File: config.mk
export PLATFORM = sky130hd
export DESIGN_NAME = arbitro_decoder
export DESIGN_NICKNAME = d
export VERILOG_FILES = /design/src/rtl/arbitro_decoder_pkg.sv /design/src/rtl/arbitro_decoder_decoder_binario.sv /design/src/rtl/arbitro_decoder.sv
export SDC_FILE = /design/constraint.sdc
export NUM_CORES = 1
export LEC_CHECK = 0
export BUFFER_PORTS_ARGS = -buffer_cell sky130_fd_sc_hd__buf_2
export CAP_MARGIN = 20
export CORE_MARGIN = 2
export CORE_UTILIZATION = 42
export DETAILED_ROUTE_END_ITERATION = 8
export SYNTH_ARGS = -nofsm -noshare
export SYNTH_HDL_FRONTEND = slang
export SYNTH_SLANG_ARGS = --single-unit
File: constraint.sdc
create_clock -name clk -period 11.4 [get_ports clk]
set_input_delay 2.28 -clock clk [delete_from_list [all_inputs] [get_ports clk]]
set_output_delay 2.28 -clock clk [all_outputs]
set_load 0.005 [all_outputs]
File: src/rtl/arbitro_decoder_pkg.sv
// Shared types and sizing for the round-robin arbiter with hold timeout.
package arbitro_decoder_pkg;

    localparam int unsigned NUM_REQ      = 16;
    localparam int unsigned IDX_W        = 4;
    localparam int unsigned HOLD_W       = 8;
    localparam int unsigned MAX_HOLD_DEF = 8;

    typedef enum logic {
        S_IDLE  = 1'b0,
        S_GRANT = 1'b1
    } state_t;

endpackage

File: src/rtl/arbitro_decoder_decoder_binario.sv
// Gated 4-to-16 binary decoder; all-zero output when disabled.
module decoder_binario
    import arbitro_decoder_pkg::*;
(
    input  logic               en_i,
    input  logic [IDX_W-1:0]   idx_i,
    output logic [NUM_REQ-1:0] dec_o
);

    always_comb begin
        dec_o = '0;
        if (en_i) begin
            dec_o[idx_i] = 1'b1;
        end
    end

endmodule

File: src/rtl/arbitro_decoder.sv
// Round-robin arbiter over 16 requesters: one grant at a time, bounded by
// MAX_HOLD cycles, with a one-cycle idle gap between grants.
module arbitro_decoder
    import arbitro_decoder_pkg::*;
#(
    parameter int unsigned MAX_HOLD = MAX_HOLD_DEF
) (
    input  logic               clk,
    input  logic               rst_n,
    input  logic               en,
    input  logic [NUM_REQ-1:0] req,
    output logic [NUM_REQ-1:0] gnt,
    output logic [IDX_W-1:0]   gnt_idx,
    output logic               gnt_valid,
    output logic               timeout
);

    state_t              state_q, state_d;
    logic [IDX_W-1:0]    gnt_idx_q, gnt_idx_d;
    logic [IDX_W-1:0]    ptr_q, ptr_d;
    logic [HOLD_W-1:0]   hold_q, hold_d;
    logic                timeout_q, timeout_d;

    logic                pick_found;
    logic [IDX_W-1:0]    pick_idx;
    logic [IDX_W-1:0]    cand;

    // First set request at or above ptr, wrapping 15 -> 0.
    always_comb begin
        pick_found = 1'b0;
        pick_idx   = ptr_q;
        cand       = ptr_q;
        for (int unsigned i = 0; i < NUM_REQ; i++) begin
            cand = ptr_q + IDX_W'(i);
            if (!pick_found && req[cand]) begin
                pick_found = 1'b1;
                pick_idx   = cand;
            end
        end
    end

    always_comb begin
        state_d   = state_q;
        gnt_idx_d = gnt_idx_q;
        ptr_d     = ptr_q;
        hold_d    = hold_q;
        timeout_d = 1'b0;
        case (state_q)
            S_IDLE: begin
                if (en && pick_found) begin
                    state_d   = S_GRANT;
                    gnt_idx_d = pick_idx;
                    hold_d    = '0;
                end
            end
            S_GRANT: begin
                // Voluntary release wins over expiry when both happen together.
                if (!req[gnt_idx_q]) begin
                    state_d = S_IDLE;
                    ptr_d   = gnt_idx_q + IDX_W'(1);
                end else if (hold_q == HOLD_W'(MAX_HOLD - 1)) begin
                    state_d   = S_IDLE;
                    ptr_d     = gnt_idx_q + IDX_W'(1);
                    timeout_d = 1'b1;
                end else begin
                    hold_d = hold_q + HOLD_W'(1);
                end
            end
            default: state_d = S_IDLE;
        endcase
    end

    always_ff @(posedge clk or negedge rst_n) begin
        if (!rst_n) begin
            state_q   <= S_IDLE;
            gnt_idx_q <= '0;
            ptr_q     <= '0;
            hold_q    <= '0;
            timeout_q <= 1'b0;
        end else begin
            state_q   <= state_d;
            gnt_idx_q <= gnt_idx_d;
            ptr_q     <= ptr_d;
            hold_q    <= hold_d;
            timeout_q <= timeout_d;
        end
    end

    assign gnt_valid = (state_q == S_GRANT);
    assign gnt_idx   = gnt_idx_q;
    assign timeout   = timeout_q;

    decoder_binario u_dec (
        .en_i  (gnt_valid),
        .idx_i (gnt_idx_q),
        .dec_o (gnt)
    );

endmodule

======== Word-level counts from Yosys, hierarchy flattened ========
Index checks and enable logic that the tools add are counted.
storage, ports and cells
  register bits after elaboration ......... 18
  bits of input ports ..................... 19
  output and inout port bits .............. 22
  word-level logic and storage cells ...... 162
operators by class
  add/subtract/negate cells ............... 17
  $lt $le $gt $ge ......................... 18
  eq/ne operators ......................... 5
  multiplexer cells ....................... 81
  bitwise logic cells ..................... 1
  reductions and logical operators ........ 35
operators by type and width
  cell                   number
  $lt A4 B5 Y1 const B   17
  $bmux W1 S4            17
  $mux W4                17
  $mux W1                40
  $add A4 B4 Y4 const B  8
  $mux W8                3
  $logic_and A1 B1 Y1    17
  $add A4 B3 Y4 const B  4
  $mux W16               1
  $pmux W8 S2            1
  $logic_not A1 Y1       15
  $add A4 B1 Y4 const B  2
  $add A4 B2 Y4 const B  2
  $add A8 B1 Y8 const B  1
  $eq A8 B3 Y1 const B   1
  $demux W1 S4           1
  $ge A4 B1 Y1 const B   1
  $ne A2 B1 Y1 const B   2
  $ne A2 B2 Y1 const B   2
  $reduce_and A2 Y1      2
  $reduce_and A3 Y1      1
  $pmux W1 S2            1
  $not A1 Y1             1

======== Depth between registers and ports, before layout ========
Gate-level depths: netlist of run 1.
  word-level depth ........................ 51
  gate-level depth with buffers ........... 16

======== Modules after synthesis ========
Synthesis of run 1 repeated with hierarchy kept, for this count alone.
second synthesis, totals
  cell total of the unflattened synthesis .. 393
  area, all modules ....................... 3,603.5 um^2
modules (own cells, without submodules)
  module           times used  cells an instance  area each (um^2)  sequential area each (um^2)
  arbitro_decoder  1           370                3,485.8           450.4
  decoder_binario  1           23                 117.6             0.0

======== Least setup slack after synthesis of run 1 ========
No wires, ideal clock.
  kind .................................... input to register
  start ................................... in req[11]
  end ..................................... reg gnt_idx_q[3], in the netlist gnt_idx[3]
  setup time .............................. 137 ps
  data arrival time ....................... 4,650 ps
  slack ................................... 6,613 ps
  stages on the path ...................... 8
  buffers on the path ..................... 0
  path through ............................ mux4_1 > mux4_2 > a2111oi_4 > nand3_1 > nor4b_4 > a21boi_0 > o31ai_1 > o211ai_1
on the way
  word-level cells in the longest chain between the ends .. 50
  elaborated cells between the ends (all ways) .. 95
ends and longest elaborated chain
  what                           line                   source
  start: declaration             arbitro_decoder.sv:11  input logic [NUM_REQ-1:0] req,
  $bmux W1 S4                    arbitro_decoder.sv:35  if (!pick_found && req[cand]) begin
  $mux W1 (not written as such)  arbitro_decoder.sv:35
  $mux W1                        arbitro_decoder.sv:35
  $logic_not A1 Y1               arbitro_decoder.sv:35
  $logic_and A1 B1 Y1            arbitro_decoder.sv:35
  $mux W1                        arbitro_decoder.sv:35
  $logic_not A1 Y1               arbitro_decoder.sv:35
  $logic_and A1 B1 Y1            arbitro_decoder.sv:35
  [... 34 more ...]              -
  $logic_not A1 Y1               arbitro_decoder.sv:35
  $logic_and A1 B1 Y1            arbitro_decoder.sv:35
  $mux W1                        arbitro_decoder.sv:35
  $logic_not A1 Y1               arbitro_decoder.sv:35
  $logic_and A1 B1 Y1            arbitro_decoder.sv:35
  $mux W1                        arbitro_decoder.sv:35
  $logic_and A1 B1 Y1            arbitro_decoder.sv:50  if (en && pick_found) begin
  $reduce_and A2 Y1 (no line)    -
  end signal: assignment         arbitro_decoder.sv:82  gnt_idx_q <= gnt_idx_d;
  end: declaration               arbitro_decoder.sv:19  logic [IDX_W-1:0] gnt_idx_q, gnt_idx_d;
Parallel ways exist; a longest one is shown, timed or not. The select of a mux whose other input is x is not followed.
A chain may end at the register's enable or synchronous reset.

======== Worst setup path in the final report of run 1 ========
  start ................................... in req[11]
  end ..................................... reg gnt_idx_q[2], in the netlist gnt_idx[2]
Same word-level chain as after synthesis.

==> run metrics, run 1 <==
status=finished clean; RePlAce Congestion=0.966; antenna violations before repair=0; Worst EP arrival=5.38 ns; top cell type by total area after synthesis=mux4_2; CTS tree=yes; HP Class=reg2reg; Residual DRC=0; syn nets=between 400 and 500; DRT Pass-1 Iters=6; Horiz. Die Dim=between 90 and 100 um; critical path type=in2reg; Root Driver=clkbuf_8; Post-CTS Setup Repair Bufs=0; Total Wirelength=10500 um; share of cells above drive strength 1=24.8%; latest clock arrival within the worst-skew pair=0.25 ns; Antenna Cells=0; unrepaired setup endpoints after global routing=no; CTS buffer count=3; most common library cells after synthesis=36 x nand2_1, 36 x nor2_1, 30 x mux4_2, 19 x mux2i_1; Final Setup Violations=0; register area share after synthesis=about an eighth; Max FO, Critical Path=11; # placed instances=517; Top FF cell, synth=dfrtp_1; crit share post-route=a little under half; I/O Buffers=40; Setup crit end kind=flop; cts hold-fix bufs=0; Post-synth EDFFs=0; relative slew slack=between 40% and 50%; endpoints failing hold=0; worst hold stages=1; GRT overflow=0; synth top area cells=mux4_2 19%, dfrtp_1 13%, mux2i_1 5.5%, mux2_2 4.5%, ha_1 4.3%; DRT iter0 DRCs=304; Slew @ Worst Pin=0.850 ns; clock buffer depth=2; first-pass GRT wire length=17200 um; post-cts sizing count=0; FF+latch count, synth=18; Netlist cell types=69; clock-pin slew on the worst setup and hold paths=0.07 ns; Yosys top cell area share=19.4%; Layout Cells excl Fill=521; Vias/cell=6.50; I/O pin cnt=41; vias in the first global route=3156; Yosys warnings=0; share of flip-flops with an asynchronous set or reset=between 90% and 100%; Final TNS setup=0 ns; Die Y=95.1 um; core area=8130 um^2; dpl hpwl=just over 8000 um; Routed Antenna Nets=0; Avg WL per Cell=20.2 um; nets@finish=448; Syn Inst Count=392; H-tree Lvls=1; Rows=33; syn_area_per_cell=8.90 um^2; CTS Sinks=18; min Tclk post-route=5.23 ns; largest net degree at the start of global routing=30; routed vias=between 3000 and 4000; DIE AREA=approximately 9100 um^2; Setup Skew=roughly 0.006 ns; synth-to-layout area growth=8.25%; GRT Util Overall=24.4%; area of the mapped netlist=3490 um^2; Max-Cap Viols=0; Fmax=about 190 MHz; FF-to-FF path depth=10; CP Data Required Time=roughly 12 ns; Initial Util=42.9%; Startpoint Class=input port; Slew Viols, Final=0
kinds of logic (layout without fill, tap and decap cells):
| group | Yosys count | after routing | synth area share [%] |
|---|---|---|---|
| flip-flops | 18 | 18 | 12.9 |
| AND/OR/NAND/NOR | 144 | 144 | 21.8 |
| AO/OA/AOI/OAI | 100 | 100 | 21.8 |
| XOR/XNOR | 17 | 17 | 4.27 |
| buffers and inverters | 37 | 61 | 4.88 |
| multiplexers | 64 | 64 | 30.1 |
| adder cells (fa/ha/maj) | 12 | 12 | 4.30 |
registers in the layout (all words and copies together), names as in the netlist:
signal and count:
ptr_q 4, gnt_valid 1, timeout 1, gnt_idx 4, hold_q 8
routing by layer:
metal  GRT usage (%)  vias to the layer above  share of wire [%]
met1            34.7                     1668                 45
met3            2.61                       17                5.6
met4            6.88                        0                2.3
met2            39.3                      132                 47
li1                -                     1570                  -
met5               0                        -                  0
worst paths after layout:
kind                       slack (ns)    endpoint  startpoint
setup reg to reg                 6.22  gnt_idx[2]    ptr_q[1]
max in group asynchronous        9.15    ptr_q[3]       rst_n
setup / recovery                 6.17  gnt_idx[2]     req[11]
min in group asynchronous        1.95   hold_q[2]       rst_n
hold reg to reg                  0.53   hold_q[0]   hold_q[0]
hold / removal                   0.53   hold_q[0]   hold_q[0]
final cells by class:
| cell class | count | area [um^2] |
|---|---|---|
| Multi-Input combinational cell | 337 | 2870 |
| Clock buffer | 4 | 55.1 |
| Timing Repair Buffer | 42 | 215 |
| Inverter | 15 | 56.3 |
| Tap cell | 105 | 131 |
| Sequential cell | 18 | 450 |
| Fill cell | 793 | 4360 |
critical path: stages:
cell	delay, ns
buf_2	0.12
mux4_1	0.60
mux4_2	0.57
a2111oi_2	0.29
nand4_1	0.32
nand3b_4	0.32
o31ai_4	0.52
a211oi_1	0.13
a22o_1	0.22
placed cells by master, fill, tap and decap left out, types with 7 or more instances in the layout:
master | netlist | final
nor2_1 | 36 | 36
o21ai_0 | 11 | 11
and3_1 | 7 | 7
nand2_1 | 36 | 36
dfrtp_1 | 18 | 18
inv_1 | 13 | 13
xor2_1 | 9 | 9
nand3_1 | 11 | 11
mux2_2 | 14 | 14
a21oi_1 | 18 | 18
xnor2_1 | 8 | 8
ha_1 | 12 | 12
buf_2 | 4 | 40
mux4_2 | 30 | 30
mux2i_1 | 19 | 19
and2_1 | 15 | 15
o211ai_1 | 9 | 9
through the flow:
stage	setup WS [ns]	hold slack, ns	instance area, um^2	utilization, %
after floorplan	6.61	0.482	3490	-
final	6.17	0.529	3780	46.4
after global routing	5.89	0.582	3780	46.4
after CTS	6.22	0.538	3780	46.4
after global placement	5.93	0.514	3720	45.7
after detailed placement	5.93	0.524	3720	45.7
Power of run 1 is not shown: default switching activity piles up to over one toggle a cycle in this logic, so the estimate is an artifact.
==> run 2, diff against run 1 <==
ABC_AREA = 1   (was default)
clock period = 4.8 ns   (was 11.4 ns; I/O delays follow)
==> run 2 against run 1 <==
  * Clock skew down 0.0051 ns
  * Final cell count up 22%
  * Synthesized cell count up 34%
  * Synthesized area down 18%
  * Routed wire length down 13%
  * Via count up 1.3%
  * Global-route usage up 1.2 points
  * Sequential share of layout area up 2.4 points
  * Non-clock buffer count up 1
  * Register-to-register slack worse by 5.8 ns
  * Core utilization up 0.50 points
  * Critical endpoint is now hold_q[6]
==> run metrics, run 2 <==
Hold Startpoint=hold_q[2] (was hold_q[0]); synth-to-layout area growth=9.76% (was 8.25%); core area=6720 um^2 (was 8130 um^2); Routed Antenna Nets=0 (unchanged); FF+latch count, synth=18 (unchanged); I/O pin cnt=41 (unchanged); CP Data Required Time=4.95 ns (was 11.54 ns); clock-pin slew on the worst setup and hold paths=0.07 ns (about the same); Residual DRC=0 (unchanged); first-pass GRT wire length=15400 um (was 17200 um); HP Class=reg2reg (unchanged); DIE AREA=7520 um^2 (was 9050 um^2); min Tclk post-route=4.36 ns; Startpoint Class=flop (was input port); Setup Skew=0.000846 ns (was 0.00595 ns); crit path from=ptr_q[1] (was req[11]); nets@finish=590 (was 448); share of flip-flops with an asynchronous set or reset=100% (unchanged); largest family of logic cells by synthesized area=simple AND/OR/NAND/NOR gates (was multiplexers); H-tree Lvls=1 (unchanged); CTS tree=yes (unchanged); DRT Pass-1 Iters=5 (was 6); Max FO, Critical Path=16 (was 11); Netlist cell types=33 (was 69); Setup crit end kind=flop (unchanged); max reg flops=8 (unchanged); most common cell in the netlist=nand2_1; Top reg by flops=hold_q (unchanged); GRT overflow=0 (unchanged); GRT Util Overall=25.6% (was 24.4%); Antenna Cells=0 (unchanged); Post-CTS Setup Repair Bufs=0 (unchanged); Synth Area in Adders=5.23% (was 4.30%); clock buffer depth=2 (unchanged); DRT iter0 DRCs=220 (was 304); dpl hpwl=7220 um (was 8200 um); cts hold-fix bufs=0 (unchanged); Fmax=230 MHz; Slew Viols, Final=0 (unchanged); Avg WL per Cell=14.3 um (was 20.2 um); status=finished clean (unchanged); I/O Buffers=40 (unchanged); synth top area cells=nand2_1 22%, nand3_1 18%, dfrtp_1 16%, inv_1 7.1%, nor2_1 6.9% (was mux4_2 19%, dfrtp_1 13%, mux2i_1 5.5%, mux2_2 4.5%, ha_1 4.3%); top cell type by total area after synthesis=nand2_1 (was mux4_2); syn_area_per_cell=5.46 um^2 (was 8.90 um^2); antenna violations before repair=0 (unchanged); routed vias=3432 (was 3387); multiplexer share of the synthesized area=0% (was 30.1%); Total Wirelength=9130 um (was 10500 um); Root Driver=clkbuf_8 (unchanged); crit share post-route=between 90% and 100%; Synth Area in Compound Gates=11.7% (was 21.8%); Worst EP arrival=4.50 ns (was 5.38 ns); share of cells above drive strength 1=11.3% (was 24.8%); syn nets=557 (was 423); Die Y=86.7 um (was 95.1 um); Final Setup Violations=0 (unchanged); register area share after synthesis=15.7% (was 12.9%); Post-synth EDFFs=0 (unchanged); Max-Cap Viols=0 (unchanged); CTS Sinks=18 (unchanged); Slew @ Worst Pin=0.719 ns (was 0.850 ns); Horiz. Die Dim=86.7 um (was 95.1 um); area of the mapped netlist=2870 um^2 (was 3490 um^2); most common library cells after synthesis=172 x nand2_1, 101 x nand3_1, 54 x inv_1, 53 x nor2_1, 31 x o21ai_0 (was 36 x nand2_1, 36 x nor2_1, 30 x mux4_2, 19 x mux2i_1); relative slew slack=51.6% (was 42.9%); Initial Util=42.8% (was 42.9%); Vias/cell=5.38 (was 6.50); commonest non-fill, non-tap cells in the layout=172 x nand2_1, 101 x nand3_1, 54 x inv_1, 53 x nor2_1, 40 x buf_2 (was 40 x buf_2, 36 x nand2_1, 36 x nor2_1, 30 x mux4_2, 19 x mux2i_1); RePlAce Congestion=0.921 (was 0.966); post-cts sizing count=0 (unchanged); Yosys warnings=0 (unchanged); critical path type=reg2reg (was in2reg); CTS buffer count=3 (unchanged); unrepaired setup endpoints after global routing=no (unchanged); Worst R2R Start=ptr_q[1] (unchanged); Post-Synth XOR/XNOR Area=3.35% (was 4.27%); Final TNS setup=0 ns (unchanged); Yosys top cell area share=22.5% (was 19.4%); Syn Inst Count=526 (was 392); latest clock arrival within the worst-skew pair=0.26 ns (was 0.25 ns); endpoints failing hold=0 (unchanged); Synth Area in Simple Gates=52.8% (was 21.8%); most common cell after layout, fill and taps aside=nand2_1 (was buf_2); largest net degree at the start of global routing=24 (was 30); Rows=30 (was 33); Top FF cell, synth=dfrtp_1 (unchanged); vias in the first global route=3161 (was 3156)
## run 2: stage by stage
step | instance area (um^2) | instances | setup slack (ns) | utilization (%) | hold WS (ns)
global route | 3150 | 638 | 0.0458 | 46.9 | 0.577
global placement | 3100 | 634 | 0.786 | 46.1 | 0.519
detailed placement | 3100 | 634 | 0.542 | 46.1 | 0.517
CTS | 3150 | 638 | 0.493 | 46.9 | 0.542
floorplan | 2870 | 526 | 1.53 | - | 0.484
finish | 3150 | 638 | 0.445 | 46.9 | 0.539
## run 2: metal layers
| metal | global-route usage (%) | vias up | routed length, um |
|---|---|---|---|
| met4 | 7.81 | 0 | 246 |
| met2 | 41.4 | 125 | 4150 |
| met5 | 0 | - | 0 |
| met1 | 36.6 | 1513 | 4310 |
| met3 | 1.62 | 18 | 416 |
| li1 | - | 1776 | - |
## run 2: worst max-delay path, stage by stage, from the launching register on
cell and delay (ns):
dfrtp_1 0.64, inv_1 0.40, ha_1 0.41, inv_1 0.31
nand3_1 0.17, nand3_1 0.13, nand3_1 0.10, nand2_2 0.13
nand4_1 0.13, nor2_2 0.18, nand2_2 0.10, nor2_4 0.11
nand3_1 0.09, nor3_2 0.14, nand2_1 0.14, nor3_2 0.15
nand2_1 0.08, o21bai_2 0.30, nand2_2 0.23, a21oi_1 0.20
nor2_1 0.07
## run 2: logic make-up (layout without fill, tap and decap cells)
family          after synthesis  count (layout)
simple gates                350             350
xor+xnor                     11              11
buf+inv                      75             107
fa+ha+maj                    12              12
flops                        18              18
compound gates               60              60
## run 2: final timing paths
kind	endpoint	slack, ns	depth (start not counted)
worst max-delay path	hold_q[6]	0.44	20
worst min-delay path	hold_q[2]	0.54	2
worst max register to register	hold_q[6]	0.44	20
worst min register to register	hold_q[2]	0.54	2
max in group asynchronous	gnt_idx[2]	3.90	1
min in group asynchronous	hold_q[4]	0.62	1
## run 2: area by class of cell
| type | count | area, um^2 |
|---|---|---|
| Timing Repair Buffer | 43 | 223 |
| Inverter | 60 | 225 |
| Multi-Input combinational cell | 433 | 2100 |
| Fill cell | 744 | 3570 |
| Tap cell | 80 | 100 |
| Clock buffer | 4 | 55.1 |
| Sequential cell | 18 | 450 |
Power of run 2 is left out for the same reason.
